--- src/rtl/imem_refill_arbiter.sv ---
// imem_refill_arbiter
// Shares one byte-serial instruction memory (16 memory cycles per 128-bit block)
// between the active I-cache (port 0) and the standby I-cache (port 1).
// One refill is in flight at a time. mem_address is frozen for the whole refill.
// The returned block is registered per port. The owner sees a single-cycle busywait release.
// Build option: define IMEM_ARB_RR_EN for round-robin tie-breaking. Without it,
// port 0 wins every tie (fixed priority).
module imem_refill_arbiter #(
    parameter int unsigned ADDR_W = 28,
    parameter int unsigned DATA_W = 128
) (
    input  logic              clock,
    input  logic              reset,
    input  logic              read0,
    input  logic [ADDR_W-1:0] address0,
    output logic [DATA_W-1:0] readdata0,
    output logic              busywait0,
    input  logic              read1,
    input  logic [ADDR_W-1:0] address1,
    output logic [DATA_W-1:0] readdata1,
    output logic              busywait1,
    output logic              mem_read,
    output logic [ADDR_W-1:0] mem_address,
    input  logic [DATA_W-1:0] mem_readdata,
    input  logic              mem_busywait
);

    localparam logic [1:0] IDLE    = 2'd0;
    localparam logic [1:0] BUSY    = 2'd1;
    localparam logic [1:0] CAPTURE = 2'd2;
    localparam logic [1:0] DONE    = 2'd3;

    logic [1:0] state;
    logic [1:0] state_next;
    logic       owner;
    logic       any_req;
    logic       grant1;
    logic       grant;

`ifdef IMEM_ARB_RR_EN
    logic       last_grant;
`endif

    assign any_req = read0 || read1;
    // A grant is only ever taken in IDLE, so the address is sampled once per refill.
    assign grant   = (state == IDLE) && any_req;

    // Pick the winning port; only meaningful while any_req is high.
    always_comb begin
`ifdef IMEM_ARB_RR_EN
        if (read0 && read1) begin
            grant1 = !last_grant;
        end else begin
            grant1 = read1;
        end
`else
        grant1 = !read0;
`endif
    end

    // Next-state logic for the refill sequence.
    always_comb begin
        state_next = state;
        case (state)
            IDLE:    if (any_req) state_next = BUSY;
            BUSY:    if (!mem_busywait) state_next = CAPTURE;
            CAPTURE: state_next = DONE;
            default: state_next = IDLE;
        endcase
    end

    // State, owner and the frozen memory address.
    always_ff @(posedge clock or negedge reset) begin
        if (!reset) begin
            state       <= IDLE;
            owner       <= 1'b0;
            mem_address <= '0;
        end else begin
            state <= state_next;
            if (grant) begin
                owner       <= grant1;
                mem_address <= grant1 ? address1 : address0;
            end
        end
    end

`ifdef IMEM_ARB_RR_EN
    // Remember the most recent winner so the next tie goes the other way.
    always_ff @(posedge clock or negedge reset) begin
        if (!reset) begin
            last_grant <= 1'b1;
        end else if (grant) begin
            last_grant <= grant1;
        end
    end
`endif

    // Per-port block registers. They are loaded only when that port owns the refill.
    always_ff @(posedge clock or negedge reset) begin
        if (!reset) begin
            readdata0 <= '0;
            readdata1 <= '0;
        end else if (state == CAPTURE) begin
            if (owner) begin
                readdata1 <= mem_readdata;
            end else begin
                readdata0 <= mem_readdata;
            end
        end
    end

    assign mem_read  = (state == BUSY);
    // A port that has dropped its request is never stalled.
    assign busywait0 = read0 && !((state == DONE) && !owner);
    assign busywait1 = read1 && !((state == DONE) && owner);

endmodule

--- config.mk ---
export PLATFORM = sky130hd
export DESIGN_NAME = imem_refill_arbiter
export DESIGN_NICKNAME = d
export VERILOG_FILES = /design/src/rtl/imem_refill_arbiter.sv
export SDC_FILE = /design/constraint.sdc
export NUM_CORES = 1
export LEC_CHECK = 0
export BUFFER_PORTS_ARGS = -buffer_cell sky130_fd_sc_hd__buf_4
export CAP_MARGIN = 10
export CORE_MARGIN = 1.5
export CORE_UTILIZATION = 30
export CTS_CLUSTER_SIZE = 40
export DETAILED_ROUTE_END_ITERATION = 16
export PLACE_DENSITY = 0.6
export SETUP_SLACK_MARGIN = 0.05
export SLEW_MARGIN = 5
export SYNTH_ARGS = -nofsm -noshare
export SYNTH_HDL_FRONTEND = slang
export SYNTH_SLANG_ARGS = --single-unit
--- constraint.sdc ---
create_clock -name clock -period 1.8 [get_ports clock]
set_input_delay 0.09 -clock clock [delete_from_list [all_inputs] [get_ports clock]]
set_output_delay 0.09 -clock clock [all_outputs]
set_load 0.02 [all_outputs]
==> impl_results.md <==
- DIE AREA: roughly 40000 sq um
- Maximum vdd drop: 852 uV
- Area of the core: slightly below 40000 sq um
- Ant. Diodes: 0
- DRC: 0
- Routed vias/inst: between 4 and 5
- Clock sink count: about 290
- Period Utilization, post-route: 0.953
- Total Wirelength: about 33 mm
- Final Skew: 0.0120 ns
- RSZ-0062 raised after global routing: yes
- Layout cell share with drive strength beyond 1: 0.589
- Met3 track demand over resource: 0.0371
- Worst-skew pair later-pin latency: 0.55 ns
- Max Cap Viol: 0
- Initial Util: 0.303
- Critical path class: reg2reg
- CP endpoint kind: flip-flop
- Setup TNS: 0 ns
- Number of global-route vias before repair: between 8000 and 9000
- Met2 GRT Util: 0.277
- Nets: around 1600
- # H-tree levels: 1
- CP startpoint kind: flip-flop
- Fin crit period: roughly 1.7 ns
- Post-synthesis sequential area ratio: 0.616
- # IOs: 476
- Synth Flop Type: dfrtp_1
- Hold Fails Final Rpt: 0
- Max Root-Sink Buffers: 3
- Commonest non-fill, non-tap cell in the layout: buf_4
- GRT busiest layer: met2
- Setup ws final: roughly 0.085 ns
- DIE WIDTH: roughly 200 um
- Pin count of the biggest net entering global routing: between 50 and 60
- Avg Inst Size Synth: around 17 sq um
- Worst Path Max Fanout: 28
- Syn Nets: approximately 880
- Post-Place Setup Slack: 0.0808 ns
- Port bufs: 475
- CTS tree: done
- #FFs+latches synth: approximately 290
- Synth unique cells: 20
- Least-Margin Pin Slew: 0.645 ns
- Final setup fails: 0
- Placed Instances: 1677
- Post-Syn Instances: 685
- Detailed Place HPWL: about 23 mm
- Power Dens Cells: around 1900 nW/um^2
- GRT Overall Usage: 0.157
- GRT overflow: 0
- Drt pass-1 iters: 4
- Async set or reset register ratio after synthesis: 1.00
- Routed wire length per instance: 17.3 um
- Area delta synth->final: 62.0%
- RD Place Congestion: ~0.76
- Die span in y: about 200 um
- Row count: 72
- Final Slew Violations: 0
- FMAX: between 0.5 and 0.6 GHz
- Antenna-violating nets left: 0
- Mapped cell area: 11700 sq um
- Worst Path Arrival: 2.14 ns
- Leakage: ~9.3 nW
- Ys Warns: 0
- DR vias: roughly 8300
- Root buf cell: clkbuf_16
- Clock-pin transition on the worst setup and hold timing paths: approximately 0.060 ns
- Worst slew margin: 0.568
- Status: finished, final reports clean
- Initial drt markers: between 200 and 250
- Fillers: about 3300
- CTS Buf Count: 31
- First-pass GRT wire length: 49.3 mm
- Initial antenna violation count: 0
- Non-filler cells, final: roughly 1900
- GR Util met1: 0.183
- Most frequent cells in the layout: buf_4 (500), dfrtp_1 (287), dlygate4sd3_1 (186)
- Type of the tightest min-delay check: in2reg
- EDFF count, synth: 0
- WP data required: roughly 2.2 ns
[routing by layer]
metal,part of all wire,wire [um],vias to the layer above
li1,-,-,3810
met1,0.40,13200,4100
met2,0.50,16700,338
met3,0.070,2320,58
met4,0.030,998,0
met5,0,0,-
[where the power goes]
part / total (W) / switching (W) / internal [W]
combinational: 0.0186 / 0.00884 / 0.00979
clock: 0.00609 / 0.00247 / 0.00362
sequential: 0.0118 / 0.00196 / 0.00983
total: 0.0365 / 0.0133 / 0.0232
[synthesized netlist by cell type (3+ instances only)]
cell / count / area (sq um)
a21boi_0: 3 / 22.5
buf_12: 11 / 220
buf_2: 5 / 25.0
buf_6: 17 / 191
clkbuf_1: 3 / 11.3
dfrtp_1: 287 / 7180
ha_1: 4 / 50.1
inv_1: 3 / 11.3
mux2_2: 137 / 1540
mux2_4: 120 / 1800
mux2i_1: 28 / 280
nand2_1: 30 / 113
o21ai_0: 28 / 140
[state kept, by name, indices dropped and copies added, names as in the netlist]
register / cells
mem_address: 28
readdata1: 128
readdata0: 128
owner: 1
state: 2
[per-stage QoR]
stage / utilization / power [W] / hold WS [ns] / instance area (sq um)
CTS: 0.487 / 0.0366 / 0.0272 / 18700
global route: 0.491 / 0.0384 / 0.0392 / 18900
detailed placement: 0.413 / 0.0300 / 0.0366 / 15900
global placement: 0.413 / 0.0297 / 0.0413 / 15900
finish: 0.491 / 0.0365 / 0.0249 / 18900
floorplan: - / 0.0224 / -0.206 / 11700
[area by class of cell]
class	instances	area, sq um	area share
repair buffers	707	6030	0.319
clock buffers	51	971	0.0514
multi-input cells	357	4030	0.214
well taps	518	648	0.0343
clock inverters	1	5.00	0.000265
inverters	3	11.3	0.000596
flip-flops and latches	287	7180	0.380
[worst max-delay path, cell delays in order, from the launching register on]
cell and delay, ns:
dfrtp_1 0.38, inv_1 0.09, ha_1 0.18, nor2b_4 0.21
buf_12 0.16, buf_16 0.19, mux2_2 0.35
[path summary, 6_finish.rpt]
check | from | endpoint | slack, ns | cells after the start
hold / removal | read0 | mem_address[24]$_DFFE_PN0P_ | 0.02 | 4
setup / recovery | state[0]$_DFFE_PN0P_ | readdata0[12]$_DFFE_PN0P_ | 0.08 | 6
hold reg to reg | mem_address[5]$_DFFE_PN0P_ | mem_address[5]$_DFFE_PN0P_ | 0.48 | 2
setup reg to reg | state[0]$_DFFE_PN0P_ | readdata0[12]$_DFFE_PN0P_ | 0.08 | 6
min in group asynchronous | reset | readdata0[18]$_DFFE_PN0P_ | 0.04 | 2
max in group asynchronous | reset | readdata0[88]$_DFFE_PN0P_ | 0.96 | 4
[cells by family (layout without fill, tap and decap cells)]
group | after synthesis | after routing | share of synthesized area
and+or+nand+nor | 34 | 34 | 0.0116
DFF | 287 | 287 | 0.616
adders and majority gates | 4 | 4 | 0.00430
AOI/OAI and AO/OA | 34 | 34 | 0.0159
buffers and inverters | 41 | 762 | 0.0407
muxes | 285 | 285 | 0.311
[repair_timing]
| action | in CTS | in global routing |
|---|---|---|
| pin swaps | 0 | 1 |
| hold buffers | 186 | 0 |
| setup buffers | 0 | 7 |
| hold endpoints to repair | 567 | 0 |
| setup endpoints to repair | 2 | 156 |
| gates cloned | 0 | 1 |
| gates resized for setup | 2 | 10 |
Power figures use the tool's default switching activity.
